[src/rtl/ex_muldiv_sequencer.sv]
// Iterative RV32M multiply/divide unit for the EX stage.
// Radix-2 shift-add / shift-subtract over XLEN cycles, with a one-cycle sign fix-up.
module ex_muldiv_sequencer #(
    parameter int unsigned XLEN  = 32,
    parameter int unsigned CNT_W = 6
) (
    input  logic            clk,
    input  logic            reset,
    input  logic            start,
    input  logic [2:0]      funct3,
    input  logic [XLEN-1:0] op_a,
    input  logic [XLEN-1:0] op_b,
    input  logic            flush,
    output logic            stall,
    output logic            busy,
    output logic            done,
    output logic [XLEN-1:0] result
);
    localparam logic [2:0] S_IDLE = 3'd0;
    localparam logic [2:0] S_MUL  = 3'd1;
    localparam logic [2:0] S_DIV  = 3'd2;
    localparam logic [2:0] S_FIX  = 3'd3;
    localparam logic [2:0] S_DONE = 3'd4;

    logic [2:0]      state_q, state_d;
    logic [CNT_W-1:0] cnt_q, cnt_d;
    logic [2:0]      f3_q, f3_d;
    logic            neg_q, neg_d;
    logic            rneg_q, rneg_d;
    logic [XLEN-1:0] opnd_q, opnd_d;
    logic [XLEN-1:0] hi_q, hi_d;
    logic [XLEN-1:0] lo_q, lo_d;
    logic [XLEN-1:0] result_q, result_d;

    logic            accept;
    logic            sgn_a, sgn_b, a_neg, b_neg;
    logic            div_zero, div_ovf, last_iter;
    logic [XLEN-1:0] mag_a, mag_b;
    logic [XLEN:0]   mul_sum, rem_sh;
    logic [2*XLEN-1:0] prod_fix;
    logic [XLEN-1:0] quot_fix, rem_fix;

    always_comb begin
        accept   = (state_q == S_IDLE) && start && !flush;
        sgn_a    = (funct3 != 3'b011) && (funct3 != 3'b101) && (funct3 != 3'b111);
        sgn_b    = (funct3 == 3'b000) || (funct3 == 3'b001) ||
                   (funct3 == 3'b100) || (funct3 == 3'b110);
        a_neg    = sgn_a && op_a[XLEN-1];
        b_neg    = sgn_b && op_b[XLEN-1];
        mag_a    = a_neg ? -op_a : op_a;
        mag_b    = b_neg ? -op_b : op_b;
        div_zero = funct3[2] && (op_b == '0);
        div_ovf  = funct3[2] && !funct3[0] &&
                   (op_a == {1'b1, {(XLEN-1){1'b0}}}) && (op_b == '1);
        last_iter = (cnt_q == CNT_W'(XLEN-1));

        // hi_q/lo_q hold {product_hi, multiplier} for MUL and {remainder, quotient} for DIV
        mul_sum  = {1'b0, hi_q} + (lo_q[0] ? {1'b0, opnd_q} : '0);
        rem_sh   = {hi_q, lo_q[XLEN-1]};
        prod_fix = neg_q ? -{hi_q, lo_q} : {hi_q, lo_q};
        quot_fix = neg_q ? -lo_q : lo_q;
        rem_fix  = rneg_q ? -hi_q : hi_q;
    end

    always_comb begin
        state_d  = state_q;
        cnt_d    = cnt_q;
        f3_d     = f3_q;
        neg_d    = neg_q;
        rneg_d   = rneg_q;
        opnd_d   = opnd_q;
        hi_d     = hi_q;
        lo_d     = lo_q;
        result_d = result_q;

        case (state_q)
            S_IDLE: begin
                if (accept) begin
                    f3_d   = funct3;
                    cnt_d  = '0;
                    neg_d  = a_neg ^ b_neg;
                    rneg_d = a_neg;
                    opnd_d = mag_b;
                    hi_d   = '0;
                    lo_d   = mag_a;
                    if (div_zero) begin
                        result_d = funct3[1] ? op_a : '1;
                        state_d  = S_DONE;
                    end else if (div_ovf) begin
                        result_d = funct3[1] ? '0 : op_a;
                        state_d  = S_DONE;
                    end else begin
                        state_d = funct3[2] ? S_DIV : S_MUL;
                    end
                end
            end
            S_MUL: begin
                hi_d  = mul_sum[XLEN:1];
                lo_d  = {mul_sum[0], lo_q[XLEN-1:1]};
                cnt_d = cnt_q + CNT_W'(1);
                if (last_iter) state_d = S_FIX;
            end
            S_DIV: begin
                if (rem_sh >= {1'b0, opnd_q}) begin
                    hi_d = XLEN'(rem_sh - {1'b0, opnd_q});
                    lo_d = {lo_q[XLEN-2:0], 1'b1};
                end else begin
                    hi_d = rem_sh[XLEN-1:0];
                    lo_d = {lo_q[XLEN-2:0], 1'b0};
                end
                cnt_d = cnt_q + CNT_W'(1);
                if (last_iter) state_d = S_FIX;
            end
            S_FIX: begin
                case (f3_q)
                    3'b000:                 result_d = prod_fix[XLEN-1:0];
                    3'b001, 3'b010, 3'b011: result_d = prod_fix[2*XLEN-1:XLEN];
                    default:                result_d = f3_q[1] ? rem_fix : quot_fix;
                endcase
                state_d = S_DONE;
            end
            S_DONE:  state_d = S_IDLE;
            default: state_d = S_IDLE;
        endcase

        // flush squashes the instruction: abandon the walk, leave result as it was
        if (flush) begin
            state_d  = S_IDLE;
            result_d = result_q;
        end
    end

    always_ff @(posedge clk or negedge reset) begin
        if (!reset) begin
            state_q  <= S_IDLE;
            cnt_q    <= '0;
            f3_q     <= '0;
            neg_q    <= 1'b0;
            rneg_q   <= 1'b0;
            opnd_q   <= '0;
            hi_q     <= '0;
            lo_q     <= '0;
            result_q <= '0;
        end else begin
            state_q  <= state_d;
            cnt_q    <= cnt_d;
            f3_q     <= f3_d;
            neg_q    <= neg_d;
            rneg_q   <= rneg_d;
            opnd_q   <= opnd_d;
            hi_q     <= hi_d;
            lo_q     <= lo_d;
            result_q <= result_d;
        end
    end

    assign stall  = reset && !flush &&
                    (((state_q == S_IDLE) && start) ||
                     (state_q == S_MUL) || (state_q == S_DIV) || (state_q == S_FIX));
    assign busy   = (state_q != S_IDLE);
    assign done   = (state_q == S_DONE) && !flush;
    assign result = result_q;

endmodule

[config.mk]
export PLATFORM = sky130hd
export DESIGN_NAME = ex_muldiv_sequencer
export DESIGN_NICKNAME = d
export VERILOG_FILES = /design/src/rtl/ex_muldiv_sequencer.sv
export SDC_FILE = /design/constraint.sdc
export NUM_CORES = 1
export LEC_CHECK = 0
export ABC_AREA = 1
export CAP_MARGIN = 40
export CORE_ASPECT_RATIO = 1.1
export CORE_MARGIN = 5
export CORE_UTILIZATION = 30
export CTS_CLUSTER_DIAMETER = 120
export DETAILED_ROUTE_END_ITERATION = 16
export DONT_BUFFER_PORTS = 1
export HOLD_SLACK_MARGIN = 0.08
export PLACE_DENSITY = 0.56
export SYNTH_ARGS = -nofsm -noshare
export SYNTH_HDL_FRONTEND = slang
export SYNTH_SLANG_ARGS = --single-unit
[constraint.sdc]
create_clock -name clk -period 3.4 [get_ports clk]
set_clock_uncertainty 0.05 [all_clocks]
set_input_delay 0.17 -clock clk [delete_from_list [all_inputs] [get_ports clk]]
set_output_delay 0.17 -clock clk [all_outputs]
set_load 0.05 [all_outputs]
# Yosys cells after proc, flatten, opt, wreduce, memory -nomap -nowiden
# Cells that the tools add are included.
dict set report word_totals {
  elab_cells 105
  reg_bits 142
  mem_bits_rw 0
  n_memories 0
  output_inout_bits 35
  latchBits 0
  romBits 0
}
dict set report classes {
  order_cmp 1
  bitwise_logic 2
  n_reduce_logical 36
  n_shift 0
  div_mod_pow 0
  multipliers 0
  addsub 8
  n_eq_ne 20
  mux 29
}
# operator count
set op_table {}
lappend op_table {{$mux W32} 14}
lappend op_table {{$pmux W32 S3} 2}
lappend op_table {{$neg A32 Y32} 4}
lappend op_table {{$pmux W32 S2} 2}
lappend op_table {{$eq A32 B32 Y1 const B} 2}
lappend op_table {{$mux W64} 1}
lappend op_table {{$neg A64 Y64} 1}
lappend op_table {{$add A32 B32 Y33} 1}
lappend op_table {{$ge A33 B32 Y1} 1}
lappend op_table {{$logic_not A32 Y1} 1}
lappend op_table {{$sub A32 B32 Y32} 1}
lappend op_table {{$mux W3} 5}
lappend op_table {{$logic_and A1 B1 Y1} 13}
lappend op_table {{$eq A3 B2 Y1 const B} 4}
lappend op_table {{$ne A3 B3 Y1 const B} 4}
lappend op_table {{$pmux W6 S2} 1}
lappend op_table {{$eq A3 B1 Y1 const B} 3}
lappend op_table {{$eq A3 B3 Y1 const B} 3}
lappend op_table {{$logic_not A3 Y1} 3}
lappend op_table {{$pmux W3 S3} 1}
lappend op_table {{$reduce_and A2 Y1} 4}
lappend op_table {{$add A6 B1 Y6 const B} 1}
lappend op_table {{$eq A6 B5 Y1 const B} 1}
lappend op_table {{$logic_or A1 B1 Y1} 6}
lappend op_table {{other kinds (14)} 17}

# Depth between registers and ports, before layout
dict set report depth {
  ltp_word 9
  depth_mapped 19
}

# Worst setup path after synthesis
# Ideal clock, no wire load.
dict set report synth_timing {
  path_kind {register to register}
  startpoint {register lo_q[0]}
  endpoint {register hi_q[13]}
  t_arrival_ns 2.399
  n_path_buf 2
  path_slack_ns 0.827
  synth_period_minus_slack_ns 2.573
  stages_incl_launch_ff 14
  setup_ns 0.125
  cell_sequence {dfrtp_1 -> buf_6 -> clkbuf_1 -> nand2_1 -> inv_1 -> ha_1 -> fa_1 -> nand3_1 -> nand2_1 -> a21boi_0 -> o21ai_0 -> or2_2 -> nand3_1 -> nand3_1}
}
dict set report synth_between {
  elab_chain_cells 3
}
# element line
set synth_rtl {}
lappend synth_rtl {{start, declared} 32} ;# logic [XLEN-1:0] lo_q, lo_d;
lappend synth_rtl {{start signal, assigned} 152} ;# lo_q <= lo_d;
lappend synth_rtl {{$mux W32} 58} ;# mul_sum = {1'b0, hi_q} + (lo_q[0] ? {1'b0, opnd_q} : '0);
lappend synth_rtl {{$add A32 B32 Y33} 58}
lappend synth_rtl {{$pmux W32 S3} 76} ;# case (state_q)
lappend synth_rtl {{end signal, assigned} 151} ;# hi_q <= hi_d;
lappend synth_rtl {{end, declared} 31} ;# logic [XLEN-1:0] hi_q, hi_d;
# No other way between the ends.
# A chain may end at the register's enable or synchronous reset.

# Final worst setup path
dict set report layout_timing {
  startpoint {register lo_q[0]}
  endpoint {register hi_q[15]}
}
# Same word-level chain as after synthesis.

==> impl_metrics.csv <==
group,metric,value,unit
cells_and_area,ff_latch_area,3550,µm²
sta,slew_headroom,38.7,%
setup_path,crit_arrival,3.46,ns
global_routing,grt_antenna_before_repair,0,
synthesis,synth_seq_area_share,21.0,%
sta,min_period_over_period,92.9,%
synthesis,async_reset_ff_share,100,%
setup_path,timing.rr.end,"hi_q[15]",
setup_path,endpoint,"hi_q[15]",
cells_and_area,area_growth,13.7,%
drt,ant_nets,0,
place,place.port_buffers,0,
sta,holdWs,-0.649,ns
clock_network,cts_hold_buf,74,
synthesis,synth_most_common_cell,"nand2_1",
run_status,violations,"hold timing",
clock_network,htreeDepth,4,
sta,worst_pin_slew,0.919,ns
setup_path,ff2ff_setup_slack,0.24,ns
clock_network,clockBufferDepth,2,
setup_path,reg2regPathDepth,13,
pwr,internal_power,0.00827,W
cells_and_area,nNetsFinal,3120,
synthesis,yosysWarnings,0,
setup_path,startpoint,"lo_q[0]",
setup_path,cp.depth,13,
synthesis,syn_area,16900,µm²
job,maxCapViolations,0,
pwr,vdd_ir_drop_max,0.658,mV
sta,fmaxAchievable,0.316,GHz
setup_path,critical-path-top-delay-family,"simple AND/OR/NAND/NOR gates",
drt,avgViaCountPerCell,5.51,
pwr,swShare,60.7,%
floorplanning,die_y,259,µm
sta,hold_viol,142,
drt,vias,20579,
clock_network,ctsRootBufferMaster,"clkbuf_16",
sta,setup_tns,0,ns
synthesis,avgSynthCellArea,5.80,µm²
synthesis,synth_top_area_share,21.0,%
clock_network,clkTransAtPathRegs,0.08,ns
clock_network,cts_tree,"yes",
sta,setup_viol_count_final,0,
setup_path,path_max_fanout,26,
setup_path,cpMostUsedCell,"nand2_1",
setup_path,worst_path_max_delay_cell,"dfrtp_1",
drt,drt_iter0_markers,2541,
floorplanning,start_util,30.2,%
setup_path,critical_path.cell_chain,"buf_4 -> nand2_1 -> inv_1 -> ha_1 -> nand2_1 -> nor2_1 -> inv_1 -> o21ai_0 -> nand2_1 -> nand2_1 -> a21oi_1 -> o21ai_0 -> nand3_1",
drt,drcViolationCount,0,
setup_path,cp_num_buf_inv,3,
clock_network,cts_buffers,17,
drt,first_pass_iters,5,
floorplanning,core,56000,µm²
clock_network,clkSinkCount,142,
synthesis,syn_nets,3063,
global_routing,grt-ovfl-total,0,
sta,rsz0062_at_grt,"no",
pwr,combPwrFrac,70.5,%
global_routing,grt_max_degree,144,
drt,drt_wl_total,78.7,mm
setup_path,rr_startpoint,"lo_q[0]",
synthesis,synth.distinct_cells,57,
setup_path,critPathLaunchType,"flip-flop",
cells_and_area,n_antenna_cell,0,
synthesis,synth_common_cells,"nand2_1 (821), nand3_1 (402), nor2_1 (352)",
synthesis,synthFlopType,"dfrtp_1",
place,detailed_place_hpwl,61.4,mm
cells_and_area,n_fill_cell,6314,
global_routing,grt_pass1_vias,19121,
synthesis,synthTopCellsByArea,"dfrtp_1 (21%), nand2_1 (18%), nand3_1 (12%)",
pwr,total_power,0.0210,W
pwr,p_switching,0.0127,W
floorplanning,fp.dieW,236,µm
clock_network,insertion_delay,0.47,ns
place,gp_congestion,1.03,
setup_path,cp-end-kind,"flip-flop",
run_status,run_status,"finished with violations",
floorplanning,dieArea,61300,µm²
pwr,power.leakage,9.11,nW
pwr,power_frac_seq,19.8,%
synthesis,ys_ff_latch,142,
pwr,clkPwrFrac,9.6,%
global_routing,grt_use_total,24.8,%
cells_and_area,multi_input_area,11800,µm²
setup_path,critPathKind,"flip-flop to flip-flop",
floorplanning,io_pins,106,
setup_path,crit_required,3.70,ns
cells_and_area,drive_gt1_share,5.75,%
drt,wl_per_cell,21.1,µm
pwr,pwr_density_cell,1090,nW/µm²
global_routing,grt_pass1_wl,119,mm
worst_hold_path,hold_class,"primary input to async pin",
synthesis,synthCells,2920,
setup_path,max_stage_delay,0.61,ns
sta,drv_slew,0,
synthesis,synth_top_cell_by_area,"dfrtp_1",
synthesis,synth_edf_count,0,
floorplanning,row_count,91,
sta,fin_crit,3.16,ns
[cell type report]
type	instances	share of cell area, %
clock inverters	12	0.826
multi-input cells	2373	61.1
well taps	744	4.84
clock buffers	19	2.30
repair buffers	138	6.45
flip-flops and latches	142	18.5
inverters	305	5.96
[flip-flops by register name, indices dropped and copies added (netlist names)]
| register | cells |
|---|---|
| cnt_q | 6 |
| f3_q | 3 |
| hi_q | 32 |
| lo_q | 32 |
| neg_q | 1 |
| opnd_q | 32 |
| result | 32 |
| rneg_q | 1 |
| state_q | 3 |
[power groups by stage]
| stage | sequential, W | clock [W] | combinational, W |
|---|---|---|---|
| finish | 0.00417 | 0.00203 | 0.0148 |
| global route | 0.00424 | 0.00211 | 0.0162 |
| detailed placement | 0.00415 | 0 | 0.0143 |
| CTS | 0.00413 | 0.00206 | 0.0145 |
| global placement | 0.00416 | 0 | 0.0143 |
| floorplan | 0.00379 | 0 | 0.00983 |
[repair_timing]
item,CTS,global route
endpoints found under the hold margin,242,142
buffers inserted,0,0
resized for setup,0,2
endpoints found under the setup margin,0,2
[worst min-delay path by stage]
stage | startpoint | endpoint | cells after the start
final | reset | hi_q[23] | 0
after floorplan | reset | cnt_q[0] | 0
after detailed placement | reset | opnd_q[28] | 0
after global routing | reset | hi_q[23] | 0
after CTS | reset | hi_q[23] | 0
after global placement | reset | opnd_q[28] | 0
[logic make-up after synthesis]
family | after synthesis | share of synthesized area [%]
buf+inv | 405 | 9.65
compound gates | 503 | 16.5
simple gates | 1730 | 43.9
xor+xnor | 68 | 3.52
flops | 142 | 21.0
fa+ha+maj | 72 | 5.41
[placed cells by master, fill, tap and decap left out, drive strengths merged, types with 5 or more instances in the layout]
cell type,n
dlygate4sd3,74
o211ai,11
nor3,38
nand3b,14
buf,64
or2,14
nor2,369
dfrtp,142
clkinv,9
nor4,5
nand2,832
o21a,9
clkbuf,19
ha,70
inv,303
o21ai,207
nand4,49
a31oi,7
xor2,39
o22ai,21
a21oi,201
a22oi,14
xnor2,29
a221oi,13
nand3,404
a21o,5
[stage by stage]
step                      std cells  instance area, µm²  utilization (%)  worst slack [ns]
final                          3733               19200             34.3             0.240
after global placement         3626               17900             31.9             0.206
after CTS                      3733               19200             34.3             0.199
after detailed placement       3628               17900             31.9             0.218
after floorplan                2920               16900                -             0.827
after global routing           3733               19200             34.3            0.0669
[per-layer routing]
metal	global-route usage, %	vias up	part of all wire, %
met1	33.7	9535	43
met3	4.13	201	8.0
met2	38.7	1022	44
li1	-	9821	-
met4	11.4	0	5.2
met5	0	-	0
Power figures use the tool's default switching activity.
